--- config.mk ---
export PLATFORM = sky130hd
export DESIGN_NAME = uart_tx_ctrl
export DESIGN_NICKNAME = d
export VERILOG_FILES = /design/src/rtl/uart_pkg.sv /design/src/rtl/uart_baud_gen.sv /design/src/rtl/uart_tx_ctrl.sv
export SDC_FILE = /design/constraint.sdc
export NUM_CORES = 1
export LEC_CHECK = 0
export CAP_MARGIN = 25
export CORE_MARGIN = 5
export CORE_UTILIZATION = 57
export CTS_CLUSTER_DIAMETER = 100
export CTS_CLUSTER_SIZE = 12
export DETAILED_ROUTE_END_ITERATION = 8
export PLACE_DENSITY = 0.81
export SLEW_MARGIN = 15
export SYNTH_ARGS = -nofsm -noshare
export SYNTH_HDL_FRONTEND = slang
export SYNTH_SLANG_ARGS = --single-unit
--- constraint.sdc ---
create_clock -name clk -period 5.2 [get_ports clk]
set_input_delay 0.78 -clock clk [delete_from_list [all_inputs] [get_ports clk]]
set_output_delay 0.78 -clock clk [all_outputs]
set_load 0.05 [all_outputs]
--- src/rtl/uart_pkg.sv ---
// uart_pkg: shared types and constants for the UART datapath.
// Contents:
//   DATA_W_DEF, DIV_W_DEF  default data width and baud divisor width
//   IDX_W                  width of the data-bit index inside a frame
//   state_e                transmit sequencer states (3-bit encoding)
// Optional feature macro: UART_TX_PARITY_EN (adds the StParity state).
package uart_pkg;

  localparam int unsigned DATA_W_DEF = 8;
  localparam int unsigned DIV_W_DEF  = 16;
  localparam int unsigned IDX_W      = 3;

  typedef enum logic [2:0] {
    StIdle   = 3'd0,
    StLoad   = 3'd1,
    StStart  = 3'd2,
    StData   = 3'd3,
`ifdef UART_TX_PARITY_EN
    StParity = 3'd4,
`endif
    StStop   = 3'd5
  } state_e;

endpackage

--- src/rtl/uart_baud_gen.sv ---
// uart_baud_gen: bit-period counter shared by the transmit and receive paths.
// Ports:
//   clk      system clock
//   rst_n    asynchronous active-low reset
//   restart  clears the counter so the next bit starts a full period from now
//   div      clocks per bit; 0 is treated as 1
//   tick     high in the last clock of each bit period
module uart_baud_gen
  import uart_pkg::*;
#(
  parameter int unsigned DIV_W = DIV_W_DEF
) (
  input  logic             clk,
  input  logic             rst_n,
  input  logic             restart,
  input  logic [DIV_W-1:0] div,
  output logic             tick
);

  logic [DIV_W-1:0] cnt_q;
  logic [DIV_W-1:0] div_eff;

  assign div_eff = (div == '0) ? DIV_W'(1) : div;
  assign tick    = (cnt_q == div_eff - DIV_W'(1));

  // Counter runs 0..div-1; a tick wraps it so consecutive bits stay aligned.
  always_ff @(posedge clk or negedge rst_n) begin
    if (!rst_n) begin
      cnt_q <= '0;
    end else if (restart || tick) begin
      cnt_q <= '0;
    end else begin
      cnt_q <= cnt_q + DIV_W'(1);
    end
  end

endmodule

--- src/rtl/uart_tx_ctrl.sv ---
// uart_tx_ctrl: transmit sequencer. Pops one byte per frame from the transmit
// FIFO and serialises it LSB first as start / data / [parity] / stop bits.
// Ports:
//   clk, rst_n              clock, asynchronous active-low reset
//   tx_enable               allow new frames to start
//   baud_div                clocks per bit (0 treated as 1), latched per frame
//   stop2                   two stop bits when set, latched per frame
//   parity_en, parity_odd   parity control, latched per frame
//   fifo_empty, fifo_data   FIFO status and registered head data
//   fifo_rd_en              pop strobe, high only in StLoad
//   tx                      registered serial line, idle high
//   busy                    high whenever the sequencer is not idle
//   tx_done                 pulse in the last clock of the final stop bit
// Optional feature macro: UART_TX_PARITY_EN. When undefined there is no parity
// state and parity_en / parity_odd are ignored.
module uart_tx_ctrl
  import uart_pkg::*;
#(
  parameter int unsigned DATA_W = DATA_W_DEF,
  parameter int unsigned DIV_W  = DIV_W_DEF
) (
  input  logic              clk,
  input  logic              rst_n,
  input  logic              tx_enable,
  input  logic [DIV_W-1:0]  baud_div,
  input  logic              stop2,
  input  logic              parity_en,
  input  logic              parity_odd,
  input  logic              fifo_empty,
  input  logic [DATA_W-1:0] fifo_data,
  output logic              fifo_rd_en,
  output logic              tx,
  output logic              busy,
  output logic              tx_done
);

  state_e            state_q;
  logic [DATA_W-1:0] shift_q;
  logic [IDX_W-1:0]  idx_q;
  logic [DIV_W-1:0]  div_q;
  logic              stop2_q;
  logic              stop_cnt_q;  // set while in the second of two stop bits
  logic              tx_q;
  logic              tick;
  logic              restart;
  logic              last_stop;

`ifdef UART_TX_PARITY_EN
  logic par_en_q;
  logic par_bit_q;
`else
  logic unused_parity_cfg;
  assign unused_parity_cfg = parity_en ^ parity_odd;
`endif

  // Holding the counter in reset through StIdle/StLoad makes StStart begin a
  // full bit period; later state changes coincide with a tick, which wraps it.
  assign restart = (state_q == StIdle) || (state_q == StLoad);

  uart_baud_gen #(
    .DIV_W (DIV_W)
  ) u_baud_gen (
    .clk     (clk),
    .rst_n   (rst_n),
    .restart (restart),
    .div     (div_q),
    .tick    (tick)
  );

  assign last_stop  = (state_q == StStop) && tick && (!stop2_q || stop_cnt_q);
  assign fifo_rd_en = (state_q == StLoad);
  assign busy       = (state_q != StIdle);
  assign tx_done    = last_stop;
  assign tx         = tx_q;

  always_ff @(posedge clk or negedge rst_n) begin
    if (!rst_n) begin
      state_q    <= StIdle;
      shift_q    <= '0;
      idx_q      <= '0;
      div_q      <= '0;
      stop2_q    <= 1'b0;
      stop_cnt_q <= 1'b0;
      tx_q       <= 1'b1;
`ifdef UART_TX_PARITY_EN
      par_en_q   <= 1'b0;
      par_bit_q  <= 1'b0;
`endif
    end else begin
      unique case (state_q)
        StIdle: begin
          if (tx_enable && !fifo_empty) begin
            state_q <= StLoad;
          end
        end
        StLoad: begin
          // FIFO head is valid this cycle; capture it with the frame config.
          shift_q    <= fifo_data;
          div_q      <= baud_div;
          stop2_q    <= stop2;
          idx_q      <= '0;
          stop_cnt_q <= 1'b0;
`ifdef UART_TX_PARITY_EN
          par_en_q   <= parity_en;
          par_bit_q  <= (^fifo_data) ^ parity_odd;
`endif
          tx_q       <= 1'b0;
          state_q    <= StStart;
        end
        StStart: begin
          if (tick) begin
            tx_q    <= shift_q[0];
            shift_q <= shift_q >> 1;
            state_q <= StData;
          end
        end
        StData: begin
          if (tick) begin
            if (idx_q == IDX_W'(DATA_W - 1)) begin
              idx_q <= '0;
`ifdef UART_TX_PARITY_EN
              if (par_en_q) begin
                tx_q    <= par_bit_q;
                state_q <= StParity;
              end else
`endif
              begin
                tx_q    <= 1'b1;
                state_q <= StStop;
              end
            end else begin
              idx_q   <= idx_q + IDX_W'(1);
              tx_q    <= shift_q[0];
              shift_q <= shift_q >> 1;
            end
          end
        end
`ifdef UART_TX_PARITY_EN
        StParity: begin
          if (tick) begin
            tx_q    <= 1'b1;
            state_q <= StStop;
          end
        end
`endif
        StStop: begin
          if (tick) begin
            if (stop2_q && !stop_cnt_q) begin
              stop_cnt_q <= 1'b1;
            end else begin
              stop_cnt_q <= 1'b0;
              // Back-to-back frames go straight to StLoad with tx held high.
              state_q    <= (tx_enable && !fifo_empty) ? StLoad : StIdle;
            end
          end
        end
        default: begin
          state_q <= StIdle;
          tx_q    <= 1'b1;
        end
      endcase
    end
  end

endmodule
==> run_results.csv, run 1 <==
group,metric,value,unit
status,status,"complete, no violations",
pwr,cellPowerDensity,237,nW/um2
flow_run,maxCapViolCount,0,
layout,diodes,0,
pwr,combPwrFrac,0.143,
route,antenna_left,0,
synthesis,yosys.area.top_type_share,0.386,
layout,regArea,1230,um2
synthesis,syn-num-nets,378,
pwr,seqPwrFrac,0.531,
layout,final_cell_area,3560,um2
placement,placed_area,3450,um2
floorplanning,die_y,83.9,um
floorplanning,core_area,5200,um2
layout,drive_above_1_share,0.134,
clock_tree,cts_buffer_depth,2,
pwr,switchingPower,228,uW
clock_tree,cts_resized,0,
floorplanning,die_w,83.9,um
setup_path,cp-end-kind,"output pin",
synthesis,ys_seq_elements,49,
timing,max-slew-margin-rel,0.404,
timing,fin_worst_skew,0.0144,ns
clock_tree,hold_buffers,0,
route,drt-pass1-iter-count,4,
setup_path,path_class,"flip-flop to output pin",
placement,gp_congestion,0.847,
route,avgViaCountPerCell,6.20,
timing,min_period,4.80,ns
timing,layout_setup_ws,0.404,ns
pwr,leakage,0.00149,uW
layout,num-nets-final,400,
timing,final_max_slew_viol_count,0,
timing,rsz0062_at_grt,"no",
global_route,grt_pass1_vias,2734,
global_route,overflow,0,
timing,hold_ws,0.504,ns
route,drc,0,
synthesis,syn_avg_cell_area,9.06,um2
route,vias,2704,
global_route,grt_max_degree,50,
synthesis,async_flop_share,1.00,
synthesis,yosys_warnings,0,
pwr,peakVddDrop,0.000128,V
setup_path,crit_path_start_kind,"flip-flop",
route,wire_per_inst,16.5,um
clock_tree,cts_setup_buffers,0,
setup_path,required,4.42,ns
clock_tree,cts_root_buf,"clkbuf_8",
pwr,swShare,0.271,
global_route,grt_pass1_wl,12500,um
timing,worst_pin_slew,0.885,ns
timing,hold_viol_final,0,
layout,area_growth,14.6,%
synthesis,ys_seq_area_frac,0.395,
synthesis,synth_edf_count,0,
clock_tree,cts_num_sinks,49,
synthesis,netlist_area,3110,um2
worst_hold_path,hold_class,"flip-flop to flip-flop",
clock_tree,cts_tree,"yes",
setup_path,path_max_fanout,6,
route,drt_iter0_markers,199,
floorplanning,num_rows,26,
floorplanning,start_util,0.597,
synthesis,ys.flop_type,"dfrtp_1",
clock_tree,insertion_delay,0.31,ns
floorplanning,die_area,7030,um2
layout,fill_cells,439,
timing,max_clock_freq,208,MHz
layout,multi_input_area,1780,um2
placement,pre_cts_ws,0.791,ns
global_route,track_usage,0.215,
synthesis,synth_cell_types,50,
timing,post-route-period-util,0.922,
pwr,p_int,616,uW
synthesis,yosys-top-cells-area,"dfrtp_1 39%, mux2_2 6.9%, xor2_1 5.1%, nor3_1 3.9%, xnor2_1 3.7%",
placement,dpl.hpwl,5100,um
clock_tree,h-tree-depth,2,
clock_tree,numCtsBuffers,5,
pwr,pwr-share-clk,0.326,
floorplanning,io_pins,35,
synthesis,syn_inst,343,
placement,numPortBuffers,32,
route,wirelength,7220,um
global_route,antenna_found_initial,0,
clock_tree,clk_transition_reported_paths,0.10,ns
synthesis,synth.largest_area_cell,"dfrtp_1",
timing,finalSetupViolations,0,
setup_path,cp.arrival,4.02,ns
timing,setup-tns-final,0,ns
metrics by stage:
stage / instances / total power [uW] / util
2_1_floorplan: 343 / 521 / -
3_3_place_gp: 427 / 568 / 0.662
3_5_place_dp: 428 / 576 / 0.663
4_1_cts: 436 / 848 / 0.684
5_1_grt: 436 / 880 / 0.684
6_report: 436 / 844 / 0.684
synthesized netlist by cell type (3+ instances only):
| library cell | count |
|---|---|
| nor3b_1 | 3 |
| mux2_2 | 19 |
| inv_1 | 4 |
| nor2b_1 | 6 |
| xor2_1 | 18 |
| ha_1 | 4 |
| buf_2 | 3 |
| clkbuf_1 | 16 |
| or3_1 | 5 |
| nand3_1 | 19 |
| a31oi_1 | 4 |
| dfrtp_1 | 48 |
| a21oi_1 | 13 |
| and4_1 | 4 |
| nor3_1 | 24 |
| nand2b_1 | 3 |
| xnor2_1 | 13 |
| o21ai_0 | 11 |
| nand2_1 | 27 |
| nor4_1 | 5 |
| nor2_1 | 25 |
| and3_1 | 14 |
| a31o_2 | 8 |
| nand4_1 | 14 |
area by class of cell:
cell class | count | area share
clock buffers | 6 | 0.0204
flip-flops and latches | 49 | 0.345
clock inverters | 2 | 0.0109
multi-input cells | 269 | 0.499
well taps | 70 | 0.0246
inverters | 4 | 0.00421
repair buffers | 36 | 0.0962
flip-flops by register name, summed over array words and instances (netlist names):
signal            cells
stop_cnt_q            1
tx                    1
u_baud_gen.cnt_q     16
div_q                16
stop2_q               1
shift_q               8
idx_q                 3
state_q               3
routing by layer:
| metal | global-route usage | up-vias | wire (um) |
|---|---|---|---|
| met5 | 0 | - | 0 |
| met4 | 0.0804 | 0 | 107 |
| met3 | 0.0395 | 13 | 327 |
| met2 | 0.369 | 81 | 3640 |
| met1 | 0.267 | 1325 | 3150 |
| li1 | - | 1285 | - |
cells in the final DEF, fill, tap and decap left out, types with 8 or more instances in the layout:
cell type / count
mux2_2: 19
nor2_1: 25
nor3_1: 23
xor2_1: 18
and3_1: 14
clkdlybuf4s50_1: 30
nand2_1: 27
xnor2_1: 13
dfrtp_1: 48
nand4_1: 14
nand3_1: 19
a31o_2: 8
o21ai_0: 11
a21oi_1: 13
logic make-up (layout without fill, tap and decap cells):
logic type | Yosys count | count (layout) | synth area share
AO/OA/AOI/OAI | 53 | 53 | 0.113
buffers and inverters | 25 | 48 | 0.0350
XOR/XNOR | 31 | 31 | 0.0873
AND/OR/NAND/NOR | 161 | 161 | 0.281
multiplexers | 20 | 20 | 0.0720
flip-flops | 49 | 49 | 0.395
adder cells (fa/ha/maj) | 4 | 4 | 0.0161
worst max-delay path: stages (launching register included):
cell	delay, ns
dfrtp_1	0.45
or4_4	0.55
nor2_1	0.35
a21oi_1	0.18
ha_1	0.27
or3b_2	0.28
nor3_1	0.09
nor3b_1	0.21
a31oi_1	0.09
or3_4	0.42
or3_4	0.41
nor3_1	0.19
buf_4	0.23
final timing paths:
kind / start / to / cells after the start / slack, ns
max: div_q[0]$_DFFE_PN0P_ / tx_done / 12 / 0.40
min: shift_q[3]$_DFFE_PN0P_ / shift_q[3]$_DFFE_PN0P_ / 2 / 0.50
max reg2reg: div_q[0]$_DFFE_PN0P_ / idx_q[2]$_DFFE_PN0P_ / 11 / 1.19
min reg2reg: shift_q[3]$_DFFE_PN0P_ / shift_q[3]$_DFFE_PN0P_ / 2 / 0.50
max in group asynchronous: rst_n / div_q[4]$_DFFE_PN0P_ / 2 / 4.19
min in group asynchronous: rst_n / div_q[6]$_DFFE_PN0P_ / 2 / 0.56
power groups by stage:
stage | sequential [uW] | combinational [uW] | clock [uW]
4_1_cts | 448 | 121 | 279
5_1_grt | 453 | 136 | 291
3_3_place_gp | 453 | 115 | 0
2_1_floorplan | 440 | 81.0 | 0
6_report | 448 | 121 | 275
3_5_place_dp | 455 | 120 | 0
Power figures use the tool's default switching activity.
==> inputs of run 2 (changes only) <==
--- a/config.mk
+++ b/config.mk
@@ -11,6 +11,7 @@
 export CTS_CLUSTER_DIAMETER = 100
 export CTS_CLUSTER_SIZE = 12
 export DETAILED_ROUTE_END_ITERATION = 8
+export GPL_TIMING_DRIVEN = 1
 export PLACE_DENSITY = 0.81
 export SLEW_MARGIN = 15
 export SYNTH_ARGS = -nofsm -noshare
==> results of run 2 <==
The final DEF is identical to that of run 1; final timing and power are the same.
==> inputs of run 3 (changes only) <==
--- a/config.mk
+++ b/config.mk
@@ -7,12 +7,13 @@
 export LEC_CHECK = 0
 export CAP_MARGIN = 25
 export CORE_MARGIN = 5
-export CORE_UTILIZATION = 57
+export CORE_UTILIZATION = 61
 export CTS_CLUSTER_DIAMETER = 100
 export CTS_CLUSTER_SIZE = 12
 export DETAILED_ROUTE_END_ITERATION = 8
 export GPL_TIMING_DRIVEN = 1
-export PLACE_DENSITY = 0.81
+export PLACE_DENSITY = 0.86
+export SETUP_SLACK_MARGIN = 0.05
 export SLEW_MARGIN = 15
 export SYNTH_ARGS = -nofsm -noshare
 export SYNTH_HDL_FRONTEND = slang
==> constraint.sdc (replaced) <==
create_clock -name clk -period 5.7 [get_ports clk]
set_input_delay 0.855 -clock clk [delete_from_list [all_inputs] [get_ports clk]]
set_output_delay 0.855 -clock clk [all_outputs]
set_load 0.05 [all_outputs]
==> run 3 against run 2 <==
Effect of this change: sequential share of layout area increased by 0.11 points; clock power decreased by 27%; via count decreased by 1.8%; clock skew decreased by 0.0044 ns; combinational power decreased by 8%; global-route usage increased by 1.5 points; count of clock-buffer cells in the layout unchanged; non-clock buffer count unchanged; cell area decreased by 0.32%; total power decreased by 15%; critical path type unchanged; critical endpoint unchanged; largest cell class unchanged.
==> run_results.csv, run 3 (same netlist as run 1, synthesis figures left out) <==
group,metric,value,unit
status,status,"complete, no violations",
layout,layout_commonest_cell,"dfrtp_1",
placement,numPortBuffers,32,
setup_path,crit_chain,"or3_1 > nor3_1 > a21oi_1 > ha_1 > or3b_2 > xor2_1 > mux2i_1 > o21ai_0 > nand4_1 > or3_4 > nor3_1 > dlymetal6s2s_1",
timing,worst_pin_slew,0.787,ns
global_route,grt_max_degree,26,
clock_tree,clk_transition_reported_paths,0.09,ns
timing,setup-tns-final,0,ns
layout,area_growth,14.2,%
floorplanning,num_rows,26,
timing,hold_viol_final,0,
floorplanning,start_util,0.617,
placement,placed_area,3460,um2
layout,fill_cells,410,
timing,final_max_slew_viol_count,0,
global_route,grt_pass1_vias,2552,
global_route,track_usage,0.230,
clock_tree,cts_buffer_depth,2,
route,drt-pass1-iter-count,5,
layout,drive_above_1_share,0.131,
clock_tree,hold_buffers,0,
setup_path,cp-end-kind,"output pin",
timing,rsz0062_at_grt,"no",
timing,layout_setup_ws,0.628,ns
pwr,p_int,516,uW
floorplanning,die_w,81.4,um
route,vias,2655,
setup_path,required,4.85,ns
pwr,pwr-share-clk,0.279,
floorplanning,io_pins,35,
clock_tree,cts_num_sinks,49,
pwr,switchingPower,203,uW
layout,final_cell_mix,"48 x dfrtp_1, 30 x clkdlybuf4s50_1, 27 x nand2_1, 25 x nor2_1, 23 x nor3_1",
route,wirelength,6870,um
timing,max_clock_freq,197,MHz
placement,pre_cts_ws,0.627,ns
pwr,peakVddDrop,0.000123,V
clock_tree,cts_tree,"yes",
placement,dpl.hpwl,4950,um
layout,num-nets-final,400,
floorplanning,core_area,5040,um2
route,drt_iter0_markers,213,
clock_tree,cts_root_buf,"clkbuf_8",
timing,min_period,5.07,ns
floorplanning,die_area,6630,um2
global_route,antenna_found_initial,0,
setup_path,cpMostUsedCell,"nor3_1",
setup_path,critPathSlowestCell,"or3_1",
route,wire_per_inst,15.8,um
pwr,seqPwrFrac,0.566,
setup_path,critPathMaxStageDelay,0.51,ns
timing,fin_worst_skew,0.0100,ns
setup_path,cp.arrival,4.22,ns
clock_tree,h-tree-depth,2,
layout,diodes,0,
timing,max-slew-margin-rel,0.470,
timing,finalSetupViolations,0,
route,antenna_left,0,
layout,final_cell_area,3550,um2
global_route,overflow,0,
setup_path,path_max_fanout,6,
pwr,combPwrFrac,0.154,
layout,reg_top3,"div_q x16, u_baud_gen.cnt_q x16, shift_q x8",
layout,final_util,0.704,
timing,hold_ws,0.497,ns
route,drc,0,
clock_tree,insertion_delay,0.31,ns
route,avgViaCountPerCell,6.09,
pwr,swShare,0.283,
clock_tree,numCtsBuffers,5,
flow_run,maxCapViolCount,0,
timing,post-route-period-util,0.890,
pwr,leakage,0.00150,uW
setup_path,crit_path_start_kind,"flip-flop",
global_route,grt_pass1_wl,11900,um
pwr,cellPowerDensity,203,nW/um2
floorplanning,die_y,81.4,um
placement,gp_congestion,0.865,
worst_hold_path,hold_class,"flip-flop to flip-flop",
setup_path,path_class,"flip-flop to output pin",
[run 3: power by group through the flow]
stage                     registers [uW]  logic [uW]  clock network [uW]
after global placement               412         104                   0
after floorplan                      402        73.9                   0
final                                407         111                 201
after detailed placement             414         110                   0
after CTS                            407         112                 204
after global routing                 412         123                 221
[run 3: critical path: cells and delay by family (launching register included)]
| family | cells | cell delay, ns |
|---|---|---|
| mux | 1 | 0.08 |
| buf+inv | 1 | 0.45 |
| fa+ha+maj | 1 | 0.26 |
| flops | 1 | 0.45 |
| simple gates | 6 | 2.01 |
| compound gates | 2 | 0.48 |
| xor+xnor | 1 | 0.17 |
[run 3: worst paths after layout]
kind / start / cells past startpoint / endpoint / slack [ns]
setup / recovery: div_q[11]$_DFFE_PN0P_ / 12 / tx_done / 0.63
hold / removal: shift_q[1]$_DFFE_PN0P_ / 2 / shift_q[1]$_DFFE_PN0P_ / 0.50
setup reg to reg: div_q[11]$_DFFE_PN0P_ / 11 / idx_q[0]$_DFFE_PN0P_ / 1.59
hold reg to reg: shift_q[1]$_DFFE_PN0P_ / 2 / shift_q[1]$_DFFE_PN0P_ / 0.50
max in group asynchronous: rst_n / 2 / tx$_DFFE_PN1P_ / 4.52
min in group asynchronous: rst_n / 1 / state_q[0]$_DFFE_PN0P_ / 0.56
[run 3: what timing repair did]
| item | CTS | global route |
|---|---|---|
| endpoints found under the setup margin | 0 | 1 |
| buffers inserted | 0 | 0 |
| resized for setup | 0 | 1 |
[run 3: final cells by class]
| type | instances | area (um2) | area share |
|---|---|---|---|
| flip-flops and latches | 49 | 1230 | 0.346 |
| well taps | 70 | 87.6 | 0.0247 |
| multi-input cells | 269 | 1780 | 0.501 |
| repair buffers | 36 | 360 | 0.101 |
| inverters | 4 | 15.0 | 0.00423 |
| clock inverters | 2 | 10.0 | 0.00282 |
| clock buffers | 6 | 72.6 | 0.0204 |
[run 3: layer usage]
metal	up-vias	share of wire	global-route usage
li1	1298	-	-
met1	1279	0.45	0.301
met2	67	0.50	0.397
met3	11	0.037	0.0277
met4	0	0.015	0.0659
met5	-	0	0
[run 3: per-stage QoR]
stage,power [uW],cells
after floorplan,476,343
after global placement,517,426
after detailed placement,524,427
after CTS,722,435
after global routing,756,436
final,719,436
